$ cat src/rtl/demux4_pkg.sv
// Shared types and defaults for the four-way round-robin dispatcher.
package demux4_pkg;

  localparam int unsigned DefaultWidth   = 8;
  localparam int unsigned DefaultTimeout = 4;

  typedef logic [1:0] chan_idx_t;

  typedef enum logic {RUN, WAIT} state_t;

  function automatic chan_idx_t next_chan(input chan_idx_t c);
    return c + 2'd1;
  endfunction

endpackage

$ cat src/rtl/out_slot.sv
// One-entry output register with valid flag; a same-cycle drain frees it for a refill.
module out_slot #(
  parameter int unsigned WIDTH = 8
) (
  input  logic             clk,
  input  logic             rst,
  input  logic             load_i,
  input  logic             drain_i,
  input  logic [WIDTH-1:0] data_i,
  output logic [WIDTH-1:0] data_o,
  output logic             valid_o,
  output logic             free_o
);

  logic [WIDTH-1:0] data_q, data_d;
  logic             valid_q, valid_d;

  always_comb begin
    valid_d = load_i || (valid_q && !drain_i);
    // Data holds its last value after a drain.
    data_d  = load_i ? data_i : data_q;
  end

  always_ff @(posedge clk or posedge rst) begin
    if (rst) begin
      data_q  <= '0;
      valid_q <= 1'b0;
    end else begin
      data_q  <= data_d;
      valid_q <= valid_d;
    end
  end

  assign data_o  = data_q;
  assign valid_o = valid_q;
  assign free_o  = !valid_q || drain_i;

endmodule

$ cat src/rtl/demux4_dispatcher.sv
// Round-robin dispatcher of one input stream into four one-entry channels, skipping
// a channel that stays blocked for TIMEOUT wait cycles.
module demux4_dispatcher
  import demux4_pkg::*;
#(
  parameter int unsigned WIDTH   = DefaultWidth,
  parameter int unsigned TIMEOUT = DefaultTimeout
) (
  input  logic             clk,
  input  logic             rst,
  input  logic [WIDTH-1:0] X,
  input  logic             in_valid,
  output logic             in_ready,
  output logic [WIDTH-1:0] OUT1,
  output logic [WIDTH-1:0] OUT2,
  output logic [WIDTH-1:0] OUT3,
  output logic [WIDTH-1:0] OUT4,
  output logic [3:0]       out_valid,
  input  logic [3:0]       out_ready,
  output logic [1:0]       s,
  output logic [7:0]       skip_cnt
);

  localparam logic [7:0] WaitMax = 8'(TIMEOUT - 1);

  state_t    state_q, state_d;
  chan_idx_t s_q, s_d;
  logic [7:0] wait_cnt_q, wait_cnt_d;
  logic [7:0] skip_cnt_q, skip_cnt_d;

  logic [3:0]       slot_free;
  logic [3:0]       load;
  logic [WIDTH-1:0] slot_data [4];
  logic             accept;

  assign accept = in_valid && slot_free[s_q];
  assign load   = accept ? (4'b0001 << s_q) : 4'b0000;

  for (genvar i = 0; i < 4; i++) begin : g_slot
    out_slot #(
      .WIDTH(WIDTH)
    ) u_slot (
      .clk    (clk),
      .rst    (rst),
      .load_i (load[i]),
      .drain_i(out_ready[i]),
      .data_i (X),
      .data_o (slot_data[i]),
      .valid_o(out_valid[i]),
      .free_o (slot_free[i])
    );
  end

  always_comb begin
    state_d    = state_q;
    s_d        = s_q;
    wait_cnt_d = wait_cnt_q;
    skip_cnt_d = skip_cnt_q;
    unique case (state_q)
      RUN: begin
        if (accept) begin
          s_d = next_chan(s_q);
        end else if (in_valid) begin
          state_d    = WAIT;
          wait_cnt_d = '0;
        end
      end
      WAIT: begin
        if (accept) begin
          state_d    = RUN;
          wait_cnt_d = '0;
          s_d        = next_chan(s_q);
        end else if (!in_valid) begin
          state_d    = RUN;
          wait_cnt_d = '0;
        end else if (wait_cnt_q == WaitMax) begin
          // Give up on this channel so one stuck consumer cannot stall the rotation.
          state_d    = RUN;
          wait_cnt_d = '0;
          s_d        = next_chan(s_q);
          if (skip_cnt_q != 8'hFF) skip_cnt_d = skip_cnt_q + 8'd1;
        end else begin
          wait_cnt_d = wait_cnt_q + 8'd1;
        end
      end
    endcase
  end

  always_ff @(posedge clk or posedge rst) begin
    if (rst) begin
      state_q    <= RUN;
      s_q        <= '0;
      wait_cnt_q <= '0;
      skip_cnt_q <= '0;
    end else begin
      state_q    <= state_d;
      s_q        <= s_d;
      wait_cnt_q <= wait_cnt_d;
      skip_cnt_q <= skip_cnt_d;
    end
  end

  assign in_ready = slot_free[s_q];
  assign s        = s_q;
  assign skip_cnt = skip_cnt_q;
  assign OUT1     = slot_data[0];
  assign OUT2     = slot_data[1];
  assign OUT3     = slot_data[2];
  assign OUT4     = slot_data[3];

endmodule

$ cat config.mk
export PLATFORM = sky130hd
export DESIGN_NAME = demux4_dispatcher
export DESIGN_NICKNAME = d
export VERILOG_FILES = /design/src/rtl/demux4_pkg.sv /design/src/rtl/out_slot.sv /design/src/rtl/demux4_dispatcher.sv
export SDC_FILE = /design/constraint.sdc
export NUM_CORES = 1
export LEC_CHECK = 0
export ABC_AREA = 1
export ABC_CLOCK_PERIOD_IN_PS = 2200
export CAP_MARGIN = 20
export CORE_MARGIN = 8
export CORE_UTILIZATION = 35
export CTS_CLUSTER_SIZE = 40
export DETAILED_ROUTE_END_ITERATION = 8
export PLACE_DENSITY_LB_ADDON = 0.25
export SLEW_MARGIN = 20
export SYNTH_ARGS = -nofsm -noshare
export SYNTH_HDL_FRONTEND = slang
export SYNTH_SLANG_ARGS = --single-unit
$ cat constraint.sdc
create_clock -name clk -period 2.2 [get_ports clk]
set_input_delay 0.44 -clock clk [delete_from_list [all_inputs] [get_ports clk]]
set_output_delay 0.44 -clock clk [all_outputs]
set_load 0.03 [all_outputs]
# Word-level counts from Yosys, hierarchy flattened
# Index checks and enable logic that the tools add are counted.
[totals]
register_bits = 55
latchBits = 0
mem_bits_rw = 0
rom_bits = 0
inputBits = 15
n_memories = 0
[classes]
add_sub_neg = 3
multipliers = 0
div = 0
order_cmp = 1
eq_ne = 7
shift = 1
n_mux = 20
n_bitwise = 2
n_reduce_logical = 24
[op_table]
columns = ["cell", "count"]
rows = [
  ["8-bit two-way mux", 5],
  ["8-bit by 1-bit adder with 8-bit output (second input constant)", 2],
  ["8-bit one-hot mux with 2 select lines", 1],
  ["8-bit by 2-bit equality test with 1-bit output (second input constant)", 1],
  ["1-bit logical NOT", 8],
  ["1-bit logical OR", 8],
  ["2-bit two-way mux", 4],
  ["8-bit != test (second input constant)", 1],
  ["1-bit two-way mux", 6],
  ["2-bit != test (second input constant)", 3],
  ["1-bit logical AND", 5],
  ["5-bit AND reduction", 1],
  ["4-bit two-way mux", 1],
  ["2-bit one-hot mux with 2 select lines", 1],
  ["1-bit by 2-bit left shift with 4-bit output (first input constant)", 1],
  ["2-bit by 3-bit less-than comparator with 1-bit output (second input constant)", 1],
  ["3-bit by 1-bit != test with 1-bit output (second input constant)", 1],
  ["3-bit by 2-bit != test with 1-bit output (second input constant)", 1],
  ["3-bit AND reduction", 1],
  ["2-bit by 1-bit adder with 2-bit output (second input constant)", 1],
  ["1-bit binary-select mux with 2-bit select", 1],
  ["1-bit NOT", 2],
  ["1-bit one-hot mux with 2 select lines", 1],
  ["2-bit AND reduction", 1],
]

# Logic depth before layout (Yosys ltp)
[logic_depth]
word_depth = 7
depth_mapped = 9

# Modules after synthesis
# From an unflattened synthesis, not the netlist that was laid out.
[hier_totals]
hier_cells = 354
area_unflattened_um2 = 2802.7
[by_module_without_submodules]
columns = ["module", "n_inst", "cells_each", "area_each_um2"]
rows = [
  ["demux4_dispatcher", 1, 198, 1421.4],
  ["out_slot", 4, 39, 345.3],
]

# Worst setup path before layout
# No wires, ideal clock.
[synth_timing]
path_kind = "reg-to-reg"
start = "register s_q[0] (netlist: s[0])"
end = "register g_slot[0].u_slot.data_q[0]"
setup_ns = 0.121
arrival_ns = 1.519
slack_ns = 0.560
stages_incl_launch_ff = 10
path_buffers = 2
period_less_slack_ns = 1.640
path_cell_list = "dfrtp_1 inv_2 nand3_2 nand3_2 nand2_4 nand2_4 buf_12 buf_8 o21ai_1 nand2_1"
[synth_via]
elab_chain_len = 4
elab_cells_between_ends = 5
classes_between = "shift (1); mux (3); reduce/logical (1)"
[synth_lines]
columns = ["item", "line_no", "source"]
rows = [
  ["start: declaration", "demux4_dispatcher.sv:27", "chan_idx_t s_q, s_d;"],
  ["start signal: assignment", "demux4_dispatcher.sv:92", "s_q <= '0;"],
  ["start signal: assignment", "demux4_dispatcher.sv:97", "s_q <= s_d;"],
  ["1-bit binary-select mux with 2-bit select", "--", ""],
  ["1-bit two-way mux", "--", ""],
  ["net in_ready", "demux4_dispatcher.sv:13", "output logic in_ready,"],
  ["1-bit logical AND", "demux4_dispatcher.sv:36", "assign accept = in_valid && slot_free[s_q];"],
  ["4-bit two-way mux", "demux4_dispatcher.sv:37", "assign load = accept ? (4'b0001 << s_q) : 4'b0000;"],
  ["end signal: assignment", "out_slot.sv:29", "data_q <= data_d;"],
  ["end: declaration", "out_slot.sv:15", "logic [WIDTH-1:0] data_q, data_d;"],
]
# The timed path passes the listed nets, and every way through them passes these cells. The select of a mux whose other input is x is not followed.
# A chain may end at the register's enable or synchronous reset.

# Worst setup path in the final report
[layout_timing]
start = "register s_q[0] (netlist: s[0])"
end = "output s[0]"
[layout_lines]
columns = ["item", "line_no", "source"]
rows = [
  ["end: declaration", "demux4_dispatcher.sv:20", "output logic [1:0] s,"],
]
# No word-level cell between the ends.

==> flow_summary.ini <==
[timing]
setup_viol = 0
rsz0062_at_grt = no
maxSlewViolCount = 0
worstMarginPinSlew_ns = 0.473
period_share_pct = 90.9
hold_violations = 0
setup_tns_ns = 0
relSlewSlack_pct = 68.4
fmaxAchievable_ghz = 0.500
fin_crit_ns = 2.00
skew_ns = 0.0114

[setup_path]
startpoint_type = register
r2r-start = state_q$_DFF_PP0_
slowest_delay_ns = 0.73
critPathKind = register to output pin
cp-startpoint = s[0]$_DFFE_PP0P_
critPathArrivalTime_ns = 1.56
cp-end-kind = output pin
r2r_setup_slack_ns = 0.54
cp.required_ns = 1.76
critPathMaxFanout = 7
rr_worst_depth = 5
cp.depth = 1
worst-path-buf-inv = 1
path_cells = clkdlybuf4s50_1
crit_path_top_delay_cell = clkdlybuf4s50_1
crit_family = buffers and inverters

[power_and_ir_drop]
ir_drop_mv = 0.834
leakagePower_nw = 1.83
finalPower_mw = 4.70
internal_power_mw = 2.58
switching_share_pct = 45.1
p_switching_mw = 2.12
p_comb_share_pct = 51.3
power_frac_clock_pct = 15.0
p_seq_share_pct = 33.7
p_per_area_nw_per_um2 = 1280

[grt]
grt_overflow = 0
grt_usage_pct = 13.1
antenna_found_initial = 0
grt_first_pass_wirelength_um = 12100
grt_max_degree = 56
grt_pass1_vias = 2478

[clock_network]
hold_buffers = 0
clockRootBuffer = clkbuf_8
postCtsSetupBuffers = 0
ctsResizeCount = 0
cts-buffers-inserted = 5
cts_sinks = 55
cts_tree = built
htreeDepth = 2
clockBufferDepth = 2
clk_pin_slew_ns = 0.11
clk_latency_ns = 0.32

[yosys]
syn_avg_cell_area_um2 = 8.45
synth-edff-count = 0
syn_area_um2 = 2840
synth_cells = 336
seq_area_frac_synth_pct = 48.5
ys_types = 29
ys_ff_latch = 55
synth_ff_type = dfrtp_1
synth_fp_nets = 358
synthArstFlopShare_pct = 100
yosysWarnings = 0

[routing]
dr_total_vias = 2368
drt-pass1-iter-count = 4
avgViaCountPerCell = 4.70
drc = 0
drtAntennaViolNets = 0
wl_per_cell_um = 13.9
wirelength_um = 7010
drt_iter0_drc = 92

[die]
die_w_um = 106
die_h_um = 106
num_rows = 33
io_pins = 62
core_um2 = 8050
die_area_um2 = 11200
start_util_pct = 35.2

[cells_and_area]
layout_commonest_cell = nand2_1
final_cell_mix = nand2_1 (121), clkdlybuf4s50_1 (60), dfrtp_1 (55)
drive_above_1_share_pct = 8.02
fin_area_um2 = 3660
fin_nets = 420
fin_cells = 504
antenna_cells = 0
area_growth_pct = 29.1
final_util_pct = 45.5

[hold_path]
hp-class = input pin to asynchronous set/reset pin

[placed_design]
placed_area_um2 = 3550
place_congestion = 0.854
placedCellCount = 496
io_buffers = 61
hpwlAfterDp_um = 5100

[run]
cap_viol_max_count = 0

[status]
status = complete, no violations
## worst reg2reg max path, cell delays in order (launching register included)
cell and delay [ns]:
dfrtp_1 0.56, clkinv_1 0.38, nor2_4 0.33, nand3_4 0.15, nand2_1 0.09, nand2_1 0.05
## Yosys cell counts (2+ instances only)
master   number  area [um2]
inv_1        28         105
o21ai_1      24         120
o21ai_0      13        65.1
nand2_1     121         454
nand2_4       2        22.5
nand3_2       4        40.0
buf_4         5        37.5
dfrtp_1      55        1380
nand4_1      11        68.8
buf_8         2        30.0
nor2_8        4        80.1
inv_2         2        7.51
nor2_1       12        45.0
xor2_1        3        26.3
ha_1          7        87.6
nand3_1      28         140
xnor2_1       2        17.5
buf_2         2        10.0
## through the flow
step	setup slack, ns	hold slack (ns)
detailed placement	0.285	0.472
finish	0.201	0.472
floorplan	0.417	0.481
CTS	0.169	0.487
global placement	0.302	0.463
global route	0.132	0.508
## path summary, 6_finish.rpt
| kind | to |
|---|---|
| max | s[0] |
| min | g_slot[3].u_slot.data_o[0]$_DFFE_PP0P_ |
| max reg2reg | skip_cnt[1]$_DFFE_PP0P_ |
| min reg2reg | g_slot[2].u_slot.data_o[3]$_DFFE_PP0P_ |
| max in group asynchronous | skip_cnt[5]$_DFFE_PP0P_ |
| min in group clk | g_slot[2].u_slot.data_o[3]$_DFFE_PP0P_ |
## final cells by class
class | instances | area [um2]
fill | 800 | 4390
sequential | 55 | 1380
multi-input combinational | 238 | 1230
timing repair buffer | 67 | 691
tap | 105 | 131
inverter | 31 | 116
clock buffer | 5 | 68.8
clock inverter | 3 | 47.5
## sequential cells by signal, summed over array words and instances (netlist names)
name	count
wait_cnt_q	8
skip_cnt	8
state_q	1
g_slot.u_slot.data_o	32
g_slot.u_slot.valid_o	4
s	2
## kinds of logic (layout without fill, tap and decap cells)
| logic type | count (synthesis) | in the layout | synth area share (%) |
|---|---|---|---|
| simple gates | 188 | 188 | 32.1 |
| flops | 55 | 55 | 48.5 |
| buf+inv | 43 | 106 | 8.07 |
| compound gates | 38 | 38 | 6.70 |
| fa+ha+maj | 7 | 7 | 3.09 |
| xor+xnor | 5 | 5 | 1.54 |
## routing by layer
metal	global-route usage (%)	routed length (um)
met3	3.75	351
met2	21.6	3280
met1	16.7	3310
met4	3.02	71
met5	0	0
## power groups by stage
stage               registers, mW  logic (mW)  clock network (mW)
global placement             1.61        2.42                   0
global route                 1.63        2.61               0.771
finish                       1.59        2.41               0.704
detailed placement           1.60        2.45                   0
CTS                          1.60        2.46               0.721
floorplan                    2.10        1.03                   0
(Power assumes the default switching activity.)
